[config.mk]
export PLATFORM = sky130hd
export DESIGN_NAME = product_lcd_writer
export DESIGN_NICKNAME = d
export VERILOG_FILES = /design/src/rtl/lcd_pkg.sv /design/src/rtl/bin2bcd_seq.sv /design/src/rtl/product_lcd_writer.sv
export SDC_FILE = /design/constraint.sdc
export NUM_CORES = 1
export LEC_CHECK = 0
export CAP_MARGIN = 30
export CORE_UTILIZATION = 40
export CTS_CLUSTER_DIAMETER = 50
export DETAILED_ROUTE_END_ITERATION = 10
export HOLD_SLACK_MARGIN = 0.05
export MAX_ROUTING_LAYER = met4
export SYNTH_ARGS = -nofsm -noshare
export SYNTH_HDL_FRONTEND = slang
export SYNTH_SLANG_ARGS = --single-unit
export TNS_END_PERCENT = 100
[constraint.sdc]
create_clock -name clk -period 4.3 [get_ports clk]
set_clock_uncertainty 0.15 [all_clocks]
set_input_delay 1.075 -clock clk [delete_from_list [all_inputs] [get_ports clk]]
set_output_delay 1.075 -clock clk [all_outputs]
set_load 0.005 [all_outputs]
[src/rtl/lcd_pkg.sv]
// Shared constants and state types for the product LCD writer: HD44780 command
// bytes, the ASCII glyphs used by the "P=ddddd" line, and the FSM enums.
package lcd_pkg;

    localparam logic [7:0] FUNC_SET = 8'h38;
    localparam logic [7:0] DISP_ON  = 8'h0C;
    localparam logic [7:0] CLEAR    = 8'h01;
    localparam logic [7:0] ENTRY    = 8'h06;
    localparam logic [7:0] LINE1    = 8'h80;

    localparam logic [7:0] ASCII_0  = 8'h30;
    localparam logic [7:0] ASCII_P  = 8'h50;
    localparam logic [7:0] ASCII_EQ = 8'h3D;

    localparam logic [2:0] INIT_LAST  = 3'd5;
    localparam logic [2:0] WRITE_LAST = 3'd7;

    typedef enum logic [2:0] {
        ST_PWR_WAIT = 3'd0,
        ST_INIT     = 3'd1,
        ST_IDLE     = 3'd2,
        ST_CONVERT  = 3'd3,
        ST_WRITE    = 3'd4
    } state_e;

    typedef enum logic [1:0] {
        PH_SETUP = 2'd0,
        PH_EHIGH = 2'd1,
        PH_HOLD  = 2'd2,
        PH_WAIT  = 2'd3
    } phase_e;

    // Power-up command list, three function-sets first as the controller requires.
    function automatic logic [7:0] init_byte(input logic [2:0] idx);
        logic [7:0] b;
        case (idx)
            3'd0, 3'd1, 3'd2: b = FUNC_SET;
            3'd3:             b = DISP_ON;
            3'd4:             b = CLEAR;
            3'd5:             b = ENTRY;
            default:          b = 8'h00;
        endcase
        return b;
    endfunction

endpackage

[src/rtl/bin2bcd_seq.sv]
// Sequential double-dabble: 16-bit binary to five BCD digits in 17 cycles
// (one load cycle plus 16 add-3/shift cycles); done pulses with the result.
module bin2bcd_seq (
    input  logic        clk,
    input  logic        rst_n,
    input  logic        start,
    input  logic [15:0] bin,
    output logic        done,
    output logic [19:0] bcd
);

    logic [35:0] sh_q, sh_d;
    logic [4:0]  cnt_q, cnt_d;
    logic        done_q, done_d;

    function automatic logic [35:0] add3(input logic [35:0] s);
        logic [35:0] r;
        r = s;
        for (int k = 0; k < 5; k++) begin
            if (r[16 + 4*k +: 4] >= 4'd5) begin
                r[16 + 4*k +: 4] = r[16 + 4*k +: 4] + 4'd3;
            end else begin
                r[16 + 4*k +: 4] = r[16 + 4*k +: 4];
            end
        end
        return r;
    endfunction

    // Load, then correct-and-shift once per cycle until the count runs out.
    always_comb begin
        sh_d   = sh_q;
        cnt_d  = cnt_q;
        done_d = 1'b0;
        if (start) begin
            sh_d  = {20'd0, bin};
            cnt_d = 5'd16;
        end else if (cnt_q != 5'd0) begin
            sh_d   = add3(sh_q) << 1;
            cnt_d  = cnt_q - 5'd1;
            done_d = (cnt_q == 5'd1);
        end else begin
            sh_d = sh_q;
        end
    end

    // Conversion registers.
    always_ff @(posedge clk or negedge rst_n) begin
        if (!rst_n) begin
            sh_q   <= 36'd0;
            cnt_q  <= 5'd0;
            done_q <= 1'b0;
        end else begin
            sh_q   <= sh_d;
            cnt_q  <= cnt_d;
            done_q <= done_d;
        end
    end

    assign done = done_q;
    assign bcd  = sh_q[35:16];

endmodule

[src/rtl/product_lcd_writer.sv]
// Drives an HD44780 LCD in 8-bit mode: power-up init, then "P=ddddd" on line 1
// for every new product, with one pending slot for strobes arriving while busy.
module product_lcd_writer
    import lcd_pkg::*;
#(
    parameter int unsigned PWR_CYC = 1_000_000,
    parameter int unsigned CMD_CYC = 2_500,
    parameter int unsigned CLR_CYC = 100_000,
    parameter int unsigned E_CYC   = 25
) (
    input  logic        clk,
    input  logic        rst_n,
    input  logic [15:0] product,
    input  logic        product_valid,
    output logic        busy,
    output logic        lcd_rs,
    output logic        lcd_rw,
    output logic        lcd_e,
    output logic [7:0]  lcd_data
);

    localparam int unsigned MAX_A = (PWR_CYC > CLR_CYC) ? PWR_CYC : CLR_CYC;
    localparam int unsigned MAX_B = (CMD_CYC > E_CYC) ? CMD_CYC : E_CYC;
    localparam int unsigned MAXC  = (MAX_A > MAX_B) ? MAX_A : MAX_B;
    localparam int          CW    = $clog2(MAXC + 1);
    localparam logic [CW-1:0] CNT_ZERO = {CW{1'b0}};
    localparam logic [CW-1:0] CNT_ONE  = CW'(1);

    state_e        state_q, state_d;
    phase_e        phase_q, phase_d;
    logic [CW-1:0] cnt_q, cnt_d;
    logic [2:0]    idx_q, idx_d;
    logic          pend_q, pend_d;
    logic [15:0]   pend_val_q, pend_val_d;
    logic          start_q, start_d;
    logic [15:0]   bin_q, bin_d;
    logic          lcd_e_q, lcd_e_d;
    logic          lcd_rs_q, lcd_rs_d;
    logic [7:0]    lcd_data_q, lcd_data_d;
    logic          busy_q, busy_d;

    logic          done_s;
    logic [19:0]   bcd_s;
    logic [2:0]    last_idx_s;
    logic [8:0]    next_byte_s;

    bin2bcd_seq u_bcd (
        .clk   (clk),
        .rst_n (rst_n),
        .start (start_q),
        .bin   (bin_q),
        .done  (done_s),
        .bcd   (bcd_s)
    );

    // {rs, data} for slot idx of the init list or of the "P=ddddd" line.
    function automatic logic [8:0] slot_byte(input logic is_init, input logic [2:0] idx,
                                             input logic [19:0] bcd);
        logic [8:0] b;
        if (is_init) begin
            b = {1'b0, init_byte(idx)};
        end else begin
            case (idx)
                3'd0:    b = {1'b0, LINE1};
                3'd1:    b = {1'b1, ASCII_P};
                3'd2:    b = {1'b1, ASCII_EQ};
                3'd3:    b = {1'b1, ASCII_0 + {4'd0, bcd[19:16]}};
                3'd4:    b = {1'b1, ASCII_0 + {4'd0, bcd[15:12]}};
                3'd5:    b = {1'b1, ASCII_0 + {4'd0, bcd[11:8]}};
                3'd6:    b = {1'b1, ASCII_0 + {4'd0, bcd[7:4]}};
                3'd7:    b = {1'b1, ASCII_0 + {4'd0, bcd[3:0]}};
                default: b = 9'h000;
            endcase
        end
        return b;
    endfunction

    // Pending slot: strobes outside IDLE are remembered (latest wins); IDLE consumes it.
    always_comb begin
        pend_d     = pend_q;
        pend_val_d = pend_val_q;
        if (product_valid) begin
            pend_val_d = product;
            pend_d     = (state_q != ST_IDLE) || pend_q;
        end else if (state_q == ST_IDLE) begin
            pend_d = 1'b0;
        end else begin
            pend_d = pend_q;
        end
    end

    // Top FSM and byte-write slot sequencer.
    always_comb begin
        state_d     = state_q;
        phase_d     = phase_q;
        cnt_d       = cnt_q;
        idx_d       = idx_q;
        start_d     = 1'b0;
        bin_d       = bin_q;
        lcd_e_d     = lcd_e_q;
        lcd_rs_d    = lcd_rs_q;
        lcd_data_d  = lcd_data_q;
        last_idx_s  = (state_q == ST_INIT) ? INIT_LAST : WRITE_LAST;
        next_byte_s = slot_byte(state_q == ST_INIT, idx_q + 3'd1, bcd_s);
        case (state_q)
            ST_PWR_WAIT: begin
                if (cnt_q == CNT_ZERO) begin
                    state_d = ST_INIT;
                    idx_d   = 3'd0;
                    phase_d = PH_SETUP;
                    {lcd_rs_d, lcd_data_d} = slot_byte(1'b1, 3'd0, bcd_s);
                end else begin
                    cnt_d = cnt_q - CNT_ONE;
                end
            end
            ST_IDLE: begin
                if (pend_q) begin
                    bin_d   = pend_val_q;
                    start_d = 1'b1;
                    state_d = ST_CONVERT;
                end else if (product_valid) begin
                    bin_d   = product;
                    start_d = 1'b1;
                    state_d = ST_CONVERT;
                end else begin
                    state_d = ST_IDLE;
                end
            end
            ST_CONVERT: begin
                if (done_s) begin
                    state_d = ST_WRITE;
                    idx_d   = 3'd0;
                    phase_d = PH_SETUP;
                    {lcd_rs_d, lcd_data_d} = slot_byte(1'b0, 3'd0, bcd_s);
                end else begin
                    state_d = ST_CONVERT;
                end
            end
            ST_INIT, ST_WRITE: begin
                case (phase_q)
                    PH_SETUP: begin
                        lcd_e_d = 1'b1;
                        cnt_d   = CW'(E_CYC - 1);
                        phase_d = PH_EHIGH;
                    end
                    PH_EHIGH: begin
                        if (cnt_q == CNT_ZERO) begin
                            lcd_e_d = 1'b0;
                            phase_d = PH_HOLD;
                        end else begin
                            cnt_d = cnt_q - CNT_ONE;
                        end
                    end
                    PH_HOLD: begin
                        phase_d = PH_WAIT;
                        // Only the clear command needs the long execution wait.
                        if (!lcd_rs_q && (lcd_data_q == CLEAR)) begin
                            cnt_d = CW'(CLR_CYC - 1);
                        end else begin
                            cnt_d = CW'(CMD_CYC - 1);
                        end
                    end
                    PH_WAIT: begin
                        if (cnt_q != CNT_ZERO) begin
                            cnt_d = cnt_q - CNT_ONE;
                        end else if (idx_q == last_idx_s) begin
                            state_d = ST_IDLE;
                            idx_d   = 3'd0;
                        end else begin
                            idx_d   = idx_q + 3'd1;
                            phase_d = PH_SETUP;
                            {lcd_rs_d, lcd_data_d} = next_byte_s;
                        end
                    end
                    default: phase_d = PH_SETUP;
                endcase
            end
            default: state_d = ST_PWR_WAIT;
        endcase
        busy_d = (state_d != ST_IDLE) || pend_d;
    end

    // State and registered outputs.
    always_ff @(posedge clk or negedge rst_n) begin
        if (!rst_n) begin
            state_q    <= ST_PWR_WAIT;
            phase_q    <= PH_SETUP;
            cnt_q      <= CW'(PWR_CYC - 1);
            idx_q      <= 3'd0;
            pend_q     <= 1'b0;
            pend_val_q <= 16'd0;
            start_q    <= 1'b0;
            bin_q      <= 16'd0;
            lcd_e_q    <= 1'b0;
            lcd_rs_q   <= 1'b0;
            lcd_data_q <= 8'h00;
            busy_q     <= 1'b1;
        end else begin
            state_q    <= state_d;
            phase_q    <= phase_d;
            cnt_q      <= cnt_d;
            idx_q      <= idx_d;
            pend_q     <= pend_d;
            pend_val_q <= pend_val_d;
            start_q    <= start_d;
            bin_q      <= bin_d;
            lcd_e_q    <= lcd_e_d;
            lcd_rs_q   <= lcd_rs_d;
            lcd_data_q <= lcd_data_d;
            busy_q     <= busy_d;
        end
    end

    assign busy     = busy_q;
    assign lcd_rs   = lcd_rs_q;
    assign lcd_rw   = 1'b0;
    assign lcd_e    = lcd_e_q;
    assign lcd_data = lcd_data_q;

endmodule
==> flow_summary.ini <==
[die]
start_util_pct = 41.16
rows = 46
io_pins = 31
core_um2 = 15940
fp.dieArea_um2 = 16920
die_h_um = 130.1
die_w_um = 130.1

[detailed_routing]
vias_per_cell = 5.526
drt_first_pass_iters = 5
wl_per_cell_um = 15.54
wl_um = 14480
drc = 0
drtIter0Drc = 540
ant_nets = 0
route.vias.total = 5150

[clock_tree]
h-tree-depth = 4
ctsLongestPathBuffers = 2
clkSlewWorstSetupHoldPaths_ns = 0.06
cts_root_buf = clkbuf_16
clk_latency_ns = 0.41
numClockSinks = 115
cts_resized = 0
cts_tree = built
postCtsHoldBufs = 0
numCtsBuffers = 17
post_cts_buffers = 0

[placed_design]
numPortBuffers = 29
placed_area_um2 = 7049
finalWeightedCongestion = 0.9190
hpwl_um = 9996

[outcome]
status = completed

[worst_hold_path]
min-delay-path-class = reg -> reg
whs_path_depth = 2
whs_endpoint = u_bcd.sh_q[13]
hold_start = bin_q[13]

[sta]
slew_violations = 0
period_needed_ns = 3.027
hold_violations = 0
setup_violations = 0
tightestPinTransition_ns = 0.9251
setup_tns_ns = 0
rsz0062_at_grt = false
period_share_pct = 70.41
fmax_mhz = 330.3
max-slew-margin-rel_pct = 38.33

[cells_and_area]
fin_area_um2 = 7651
multi_input_area_um2 = 3435
area_growth_pct = 16.61
nNetsFinal = 746
layout-drive-gt1-share_pct = 14.25
antenna-diode-count = 0
seqCellArea_um2 = 2894
n_fill_cell = 1472

[synthesis]
syn_nets = 724
yosysMostFrequentCell = dfrtp_1
netlist_instances = 681
ys_ff_latch = 115
async_reset_ff_share_pct = 100.0
synth_top_area_share_pct = 38.90
synth.largest_area_cell = dfrtp_1
ys_top_cells_by_area = dfrtp_1 (39%), mux2i_1 (5.8%), dfstp_2 (5.2%)
ys.flop_type = dfrtp_1
synth_edf_count = 0
yosysWarnings = 0
ys_types = 75
ys_seq_area_share_pct = 44.11
avgSynthCellArea_um2 = 9.635
synth_area_um2 = 6561
yosys-top-cells-count = dfrtp_1 (102), nand2_1 (62), nor2_1 (62), a21oi_1 (53), o21ai_0 (52)

[global_route]
grt_pass1_wl_um = 24610
grt_overflow = 0
grt_pass1_vias = 4927
track_usage_pct = 19.40
grt_max_degree = 64
antenna_found_initial = 0

[worst_setup_path]
critPathKind = reg -> reg
crit_fanout = 11
worst_ep_arrival_time_ns = 3.17
end_kind = register
reg2reg_slack_ns = 1.27
cp_data_required_time_ns = 4.44
r2r-start = cnt_q[10]
cp-start-kind = register
rr_worst_depth = 6
r2r_end = cnt_q[11]

[power_and_ir_drop]
leakagePower_uw = 0.003305
power_density_nw_per_um2 = 459.0
ir_drop_v = 0.0002709

[job]
maxCapViolCount = 0
critical path, stage by stage, from the launching register on:
cell and delay [ns]:
dfrtp_1 0.41, nor3_1 0.58, nand4_1 0.45, o31ai_2 0.57
buf_4 0.28, a21oi_2 0.10, a221o_1 0.37
worst max path at each step:
stage	endpoint	slack, ns	cells after the start	start
after floorplan	lcd_data[0]	1.49	9	cnt_q[0]
after global routing	cnt_q[11]	1.10	6	cnt_q[10]
final	cnt_q[11]	1.27	6	cnt_q[10]
after global placement	cnt_q[11]	1.36	6	cnt_q[10]
after CTS	cnt_q[11]	1.32	6	cnt_q[10]
after detailed placement	cnt_q[11]	1.31	6	cnt_q[10]
state kept, by name, summed over array words and instances (netlist names):
| register | flops |
|---|---|
| bin_q | 16 |
| busy | 1 |
| cnt_q | 20 |
| idx_q | 3 |
| lcd_data | 8 |
| lcd_e | 1 |
| lcd_rs | 1 |
| pend_q | 1 |
| pend_val_q | 16 |
| phase_q | 2 |
| start_q | 1 |
| state_q | 3 |
| u_bcd.cnt_q | 5 |
| u_bcd.done | 1 |
| u_bcd.sh_q | 36 |
layout make-up:
cell class | count | share of cell area (%)
clock buffer | 20 | 5.838
clock inverter | 12 | 2.028
inverter | 26 | 1.276
multi-input combinational | 507 | 44.89
sequential | 115 | 37.83
tap | 216 | 3.532
timing repair buffer | 36 | 4.612
cell families (layout without fill, tap and decap cells):
kind of cell               Yosys count  in the layout  share of synthesized area, %
other                                1              1                       0.05715
adders and majority gates           25             25                         4.729
DFF                                115            115                         44.11
AOI/OAI and AO/OA                  171            171                         16.36
buffers and inverters               59             94                         3.718
muxes                               66             66                         11.00
and+or+nand+nor                    231            231                         18.29
xor gates and xnor gates            13             13                         1.735
layer usage:
layer / vias up / track usage (%) / wire [µm]
met1: 2480 / 26.87 / 7057
met4: 0 / 6.019 / 129
met2: 154 / 27.78 / 6416
met5: - / - / 0
met3: 12 / 4.756 / 876
li1: 2504 / - / -
per-stage QoR:
step / hold slack (ns) / cells / util, % / setup slack (ns) / power [µW]
floorplan: 0.3037 / 681 / - / 1.487 / 1892
global placement: 0.3222 / 900 / 44.22 / 1.360 / 2033
detailed placement: 0.3225 / 900 / 44.22 / 1.311 / 2086
CTS: 0.3364 / 932 / 47.99 / 1.318 / 3547
global route: 0.3739 / 932 / 47.99 / 1.098 / 3716
finish: 0.3288 / 932 / 47.99 / 1.273 / 3512
power by group:
part | leakage (µW) | internal [µW] | switching (µW) | total (µW)
registers | 0.00142 | 1220 | 147 | 1370
clock network | 0.000279 | 927 | 518 | 1440
logic | 0.00160 | 325 | 375 | 699
total | 0.00330 | 2470 | 1040 | 3510
placed cells by master, fill, tap and decap left out, types with 17 or more instances in the layout:
master	n
a21oi_1	53
dfrtp_1	102
nor2_1	62
mux2_2	21
clkbuf_16	17
inv_1	26
nand2_1	62
o21ai_0	52
nor3_1	24
clkdlybuf4s50_1	28
ha_1	24
mux2i_1	38
Power figures use the tool's default switching activity.
